--- config.mk ---
export PLATFORM = sky130hd
export DESIGN_NAME = serial_adder_acc
export DESIGN_NICKNAME = d
export VERILOG_FILES = /design/src/rtl/serial_adder_acc.sv
export SDC_FILE = /design/constraint.sdc
export NUM_CORES = 1
export LEC_CHECK = 0
export CAP_MARGIN = 20
export CORE_MARGIN = 2
export CORE_UTILIZATION = 45
export DETAILED_ROUTE_END_ITERATION = 6
export PLACE_DENSITY = 0.71
export SYNTH_ARGS = -nofsm -noshare
export SYNTH_HDL_FRONTEND = slang
export SYNTH_SLANG_ARGS = --single-unit
export TNS_END_PERCENT = 50
--- constraint.sdc ---
create_clock -name clk -period 1.4 [get_ports clk]
set_input_delay 0.21 -clock clk [delete_from_list [all_inputs] [get_ports clk]]
set_output_delay 0.21 -clock clk [all_outputs]
set_load 0.01 [all_outputs]
--- src/rtl/serial_adder_acc.sv ---
// LSB-first add/sub/accumulate engine, STEP bits per cycle through a registered carry.
// Start accepted in IDLE -> done pulse WIDTH/STEP active cycles later; ena=0 freezes all state.
module serial_adder_acc #(
    parameter int WIDTH = 8,
    parameter int STEP  = 1
) (
    input  logic             clk,
    input  logic             rst_n,
    input  logic             ena_i,
    input  logic             start_i,
    input  logic [1:0]       mode_i,
    input  logic [WIDTH-1:0] a_i,
    input  logic [WIDTH-1:0] b_i,
    output logic [WIDTH-1:0] sum_o,
    output logic             cout_o,
    output logic             ovf_o,
    output logic             busy_o,
    output logic             done_o
);

    localparam int NSTEPS = WIDTH / STEP;
    localparam int CW     = (NSTEPS > 1) ? $clog2(NSTEPS) : 1;

    typedef enum logic {IDLE, RUN} state_t;

    state_t           state_q, state_d;
    logic [CW-1:0]    cnt_q, cnt_d;
    logic [WIDTH-1:0] x_q, x_d, y_q, y_d, res_q, res_d;
    logic [WIDTH-1:0] sum_q, sum_d, acc_q, acc_d;
    logic             carry_q, carry_d, cout_q, cout_d, ovf_q, ovf_d;
    logic             done_q, done_d, acc_upd_q, acc_upd_d;

    logic [STEP:0]    c;
    logic [STEP-1:0]  s;
    logic [WIDTH-1:0] res_next;

    // Ripple the STEP low-order bits of X/Y; c[STEP-1] is the carry into the chunk MSB.
    always_comb begin
        c    = '0;
        s    = '0;
        c[0] = carry_q;
        for (int i = 0; i < STEP; i++) begin
            s[i]   = x_q[i] ^ y_q[i] ^ c[i];
            c[i+1] = (x_q[i] & y_q[i]) | (c[i] & (x_q[i] ^ y_q[i]));
        end
        res_next = (res_q >> STEP) | (WIDTH'(s) << (WIDTH - STEP));
    end

    always_comb begin
        state_d   = state_q;
        cnt_d     = cnt_q;
        x_d       = x_q;
        y_d       = y_q;
        res_d     = res_q;
        sum_d     = sum_q;
        acc_d     = acc_q;
        carry_d   = carry_q;
        cout_d    = cout_q;
        ovf_d     = ovf_q;
        done_d    = done_q;
        acc_upd_d = acc_upd_q;
        if (ena_i) begin
            done_d = 1'b0;
            case (state_q)
                IDLE: begin
                    if (start_i) begin
                        acc_upd_d = 1'b0;
                        carry_d   = 1'b0;
                        cnt_d     = '0;
                        state_d   = RUN;
                        case (mode_i)
                            2'b00: begin
                                x_d = a_i;
                                y_d = b_i;
                            end
                            2'b01: begin
                                x_d     = a_i;
                                y_d     = ~b_i;
                                carry_d = 1'b1;
                            end
                            2'b10: begin
                                x_d       = acc_q;
                                y_d       = a_i;
                                acc_upd_d = 1'b1;
                            end
                            default: begin
                                acc_d   = '0;
                                sum_d   = '0;
                                cout_d  = 1'b0;
                                ovf_d   = 1'b0;
                                done_d  = 1'b1;
                                state_d = IDLE;
                            end
                        endcase
                    end
                end
                RUN: begin
                    x_d     = x_q >> STEP;
                    y_d     = y_q >> STEP;
                    carry_d = c[STEP];
                    res_d   = res_next;
                    cnt_d   = cnt_q + CW'(1);
                    if (cnt_q == CW'(NSTEPS - 1)) begin
                        sum_d   = res_next;
                        cout_d  = c[STEP];
                        ovf_d   = c[STEP-1] ^ c[STEP];
                        if (acc_upd_q) acc_d = res_next;
                        done_d  = 1'b1;
                        cnt_d   = '0;
                        state_d = IDLE;
                    end
                end
                default: state_d = IDLE;
            endcase
        end
    end

    always_ff @(posedge clk or negedge rst_n) begin
        if (!rst_n) begin
            state_q   <= IDLE;
            cnt_q     <= '0;
            x_q       <= '0;
            y_q       <= '0;
            res_q     <= '0;
            sum_q     <= '0;
            acc_q     <= '0;
            carry_q   <= 1'b0;
            cout_q    <= 1'b0;
            ovf_q     <= 1'b0;
            done_q    <= 1'b0;
            acc_upd_q <= 1'b0;
        end else begin
            state_q   <= state_d;
            cnt_q     <= cnt_d;
            x_q       <= x_d;
            y_q       <= y_d;
            res_q     <= res_d;
            sum_q     <= sum_d;
            acc_q     <= acc_d;
            carry_q   <= carry_d;
            cout_q    <= cout_d;
            ovf_q     <= ovf_d;
            done_q    <= done_d;
            acc_upd_q <= acc_upd_d;
        end
    end

    assign sum_o  = sum_q;
    assign cout_o = cout_q;
    assign ovf_o  = ovf_q;
    assign busy_o = (state_q == RUN);
    assign done_o = done_q;

endmodule
==> summary.md <==
| Metric | Value |
|---|---|
| Placed Area | `2990 um2` |
| IO Count | `34` |
| Worst reg2reg startpoint | `cnt_q[0]` |
| Critical Path Start | `cnt_q[0]` |
| Global-route wire length before repair | `9.48 mm` |
| DR WL/cell | `14.5 um` |
| Core area | `5040 um2` |
| CTS Root Cell | `clkbuf_8` |
| Filler Cell Count | `411` |
| Clock Skew | `0.00247 ns` |
| Htree depth | `2` |
| IO buf count | `33` |
| Clk buf depth | `2` |
| Pleak | `1.46 nW` |
| Max FO, Critical Path | `8` |
| CTS tree | `built` |
| Ant diodes | `0` |
| WP data arrival | `1.71 ns` |
| Post-route setup slack | `-0.0703 ns` |
| Clock sinks | `48` |
| Yosys cell types | `36` |
| Failing checks | `setup timing` |
| Yosys reg bits | `48` |
| Chip width | `76.0 um` |
| Peak supply drop | `0.904 mV` |
| Post-Syn Area | `2330 um2` |
| Largest net degree at the start of global routing | `49` |
| Setup violators final | `20` |
| Synth top area share | `51.5%` |
| Post-synth ARST share | `100%` |
| Status | `complete, but fails checks` |
| Logic pwr share | `39.2%` |
| Area growth from synthesis to layout | `38.9%` |
| PwrDens | `1570 nW/um2` |
| Initial Util | `46.3%` |
| Sequential power share | `43.4%` |
| Startpoint type of the worst setup path | `flop` |
| Post-synth EDFFs | `0` |
| Global placer's final weighted congestion | `0.813` |
| Post-detail-place hpwl | `3.67 mm` |
| Final hold vios | `0` |
| Kind of critical path | `reg -> reg` |
| Required time worst endpoint | `1.64 ns` |
| Fmax | `680 MHz` |
| Worst path cell trace | `ha_2 -> ha_4 -> and3_4 -> o21ai_4 -> buf_6 -> nand2_1 -> o21ai_1` |
| Area of the multi-input gates | `1140 um2` |
| Initial DRT Pass Iterations | `6` |
| Switch Pwr | `1.79 mW` |
| Worst skew pair latency | `0.30 ns` |
| Headroom to the max-slew limit | `80.3%` |
| Top cells by area, synth | `dfrtp_1 52%, o21ai_0 8.8%, nand2_1 8.2%` |
| Syn nets | `271` |
| DR iter-0 viols | `131` |
| # rows | `26` |
| Die area | `5770 um2` |
| Via density | `5.11` |
| Synth warnings | `0` |
| Final worst hold slack | `0.411 ns` |
| Clk network pwr share | `17.4%` |
| Sequential-to-total area share from yosys stat | `51.5%` |
| Main synth FF type | `dfrtp_1` |
| Final period util | `105%` |
| CP Capture Type | `flop` |
| Antenna Nets Post-Route | `0` |
| Int Pwr | `3.29 mW` |
| Max Cap Viol | `0` |
| Slowest CP cell | `dfrtp_1` |
| Measured slew at the worst slew-check pin | `0.293 ns` |
| Initial antenna violation count | `0` |
| Crit path largest cell delay | `0.41 ns` |
| Design area | `3240 um2` |
| Hold crit path type | `in -> async` |
| Vias post-DR | `1928` |
| Area leader, netlist | `dfrtp_1` |
| Synth Instances | `240` |
| Die Y | `76.0 um` |
| NumNets Final | `337` |
| Reg2Reg Depth | `7` |
| Final Slew Violations | `0` |
| Num CTS Buffers | `5` |
| Grt ovf | `0` |
| RSZ-0062 raised after global routing | `yes` |
| Min Tclk post-route | `1.47 ns` |
| DRT Wirelength | `5.48 mm` |
| Ratio of cells with drive above 1 in the final layout | `26.7%` |
| DRC viols | `0` |
| Worst-path clk slew | `0.09 ns` |
| Switching share of total power | `35.3%` |
| Vias in the first global route | `1925` |
| Mean area per synthesized cell | `9.72 um2` |
| GR Util All Layers | `20.2%` |
| Sequential Area | `1200 um2` |
-- sequential cells by signal, indices dropped and copies added, names as in the netlist --
name       count
acc_q          8
sum_o          8
x_q            8
y_q            8
res_q          7
cnt_q          3
acc_upd_q      1
busy_o         1
carry_q        1
cout_o         1
done_o         1
ovf_o          1
-- synthesized netlist by cell type, types with 2 or more instances --
library cell	instances
buf_2	7
o21ai_1	3
buf_4	4
ha_1	8
mux2i_1	7
mux2_2	8
inv_1	9
nand2_1	51
o21ai_2	2
a21oi_1	8
nor2_1	13
a32o_1	2
clkbuf_1	2
a222oi_1	6
dfrtp_1	48
o21ai_0	41
nand2b_1	2
-- repair_timing --
action,4_1_cts,5_1_grt
endpoints found under the hold margin,48,0
setup buffers,9,1
setup endpoints to repair,47,35
hold buffers,1,0
gates resized for setup,32,34
cloned,2,0
pin swaps,5,15
-- kinds of logic (layout without fill, tap and decap cells) --
family | Yosys count | after routing | synth area share, %
compound gates | 71 | 71 | 18.3
xor+xnor | 1 | 1 | 0.376
fa+ha+maj | 9 | 9 | 5.15
buf+inv | 22 | 89 | 4.56
flops | 48 | 48 | 51.5
mux | 15 | 15 | 6.87
simple gates | 74 | 74 | 13.3
-- area by class of cell --
cell class | count | share of cell area [%]
clock buffers | 6 | 2.55
flip-flops and latches | 48 | 37.1
inverters | 9 | 1.04
well taps | 70 | 2.70
multi-input cells | 170 | 35.2
clock inverters | 2 | 0.463
repair buffers | 72 | 21.0
-- path summary, 6_finish.rpt --
check	endpoint	slack, ns
hold reg to reg	sum_o[0]	0.49
min in group clk	sum_o[0]	0.49
hold / removal	res_q[3]	0.41
setup reg to reg	acc_q[1]	-0.07
setup / recovery	acc_q[1]	-0.07
max in group asynchronous	busy_o	0.77
-- worst max-delay path: cells and delay by family, from the launching register on --
family / cells / cell delay (ns)
flip-flops: 1 / 0.41
adder cells (fa/ha/maj): 2 / 0.37
AND/OR/NAND/NOR: 2 / 0.23
AO/OA/AOI/OAI: 2 / 0.22
buffers and inverters: 1 / 0.17
-- per-layer routing --
layer | track usage, % | share of wire, % | wire, um | vias up
met1 | 27.9 | 47 | 2570 | 904
met5 | 0 | 0 | 0 | -
li1 | - | - | - | 971
met4 | 7.09 | 1.6 | 89 | 0
met2 | 32.2 | 48 | 2620 | 45
met3 | 3.79 | 3.8 | 206 | 8
-- layout by cell type, fill, tap and decap left out, types with 2 or more instances in the layout --
cell type        instances
ha_1                     4
ha_4                     3
a222oi_1                 6
o21ai_4                  2
dlygate4sd2_1           14
nand2_2                  7
dfrtp_1                 48
a21oi_1                  7
a32o_1                   2
nor2_1                  13
clkbuf_8                 6
o21ai_1                 16
inv_2                    3
mux2_2                   8
nand2_1                 44
clkinvlp_4               2
buf_4                   28
inv_1                    6
buf_6                    5
nand2b_1                 2
buf_12                   4
mux2i_1                  7
o21ai_0                 23
o21ai_2                  5
clkdlybuf4s50_1         18
-- metrics by stage --
| stage | setup slack (ns) | TNS (ns) | total power, mW | std cells | utilization (%) |
|---|---|---|---|---|---|
| finish | -0.0703 | -0.997 | 5.08 | 377 | 64.2 |
| floorplan | 0.00278 | 0 | 3.25 | 240 | - |
| global placement | -0.504 | -14.82 | 4.00 | 360 | 59.4 |
| global route | -0.153 | -2.88 | 5.46 | 377 | 64.2 |
| CTS | -0.128 | -1.83 | 5.01 | 380 | 64.5 |
| detailed placement | -0.540 | -16.52 | 4.06 | 360 | 59.4 |
-- power groups by stage --
stage	clock (mW)	combinational (mW)	sequential [mW]
finish	0.884	1.99	2.21
global route	0.957	2.23	2.27
CTS	0.906	1.91	2.19
detailed placement	0	1.85	2.21
global placement	0	1.79	2.21
floorplan	0	1.06	2.19
Note: power is estimated with default switching activity, not from simulation.
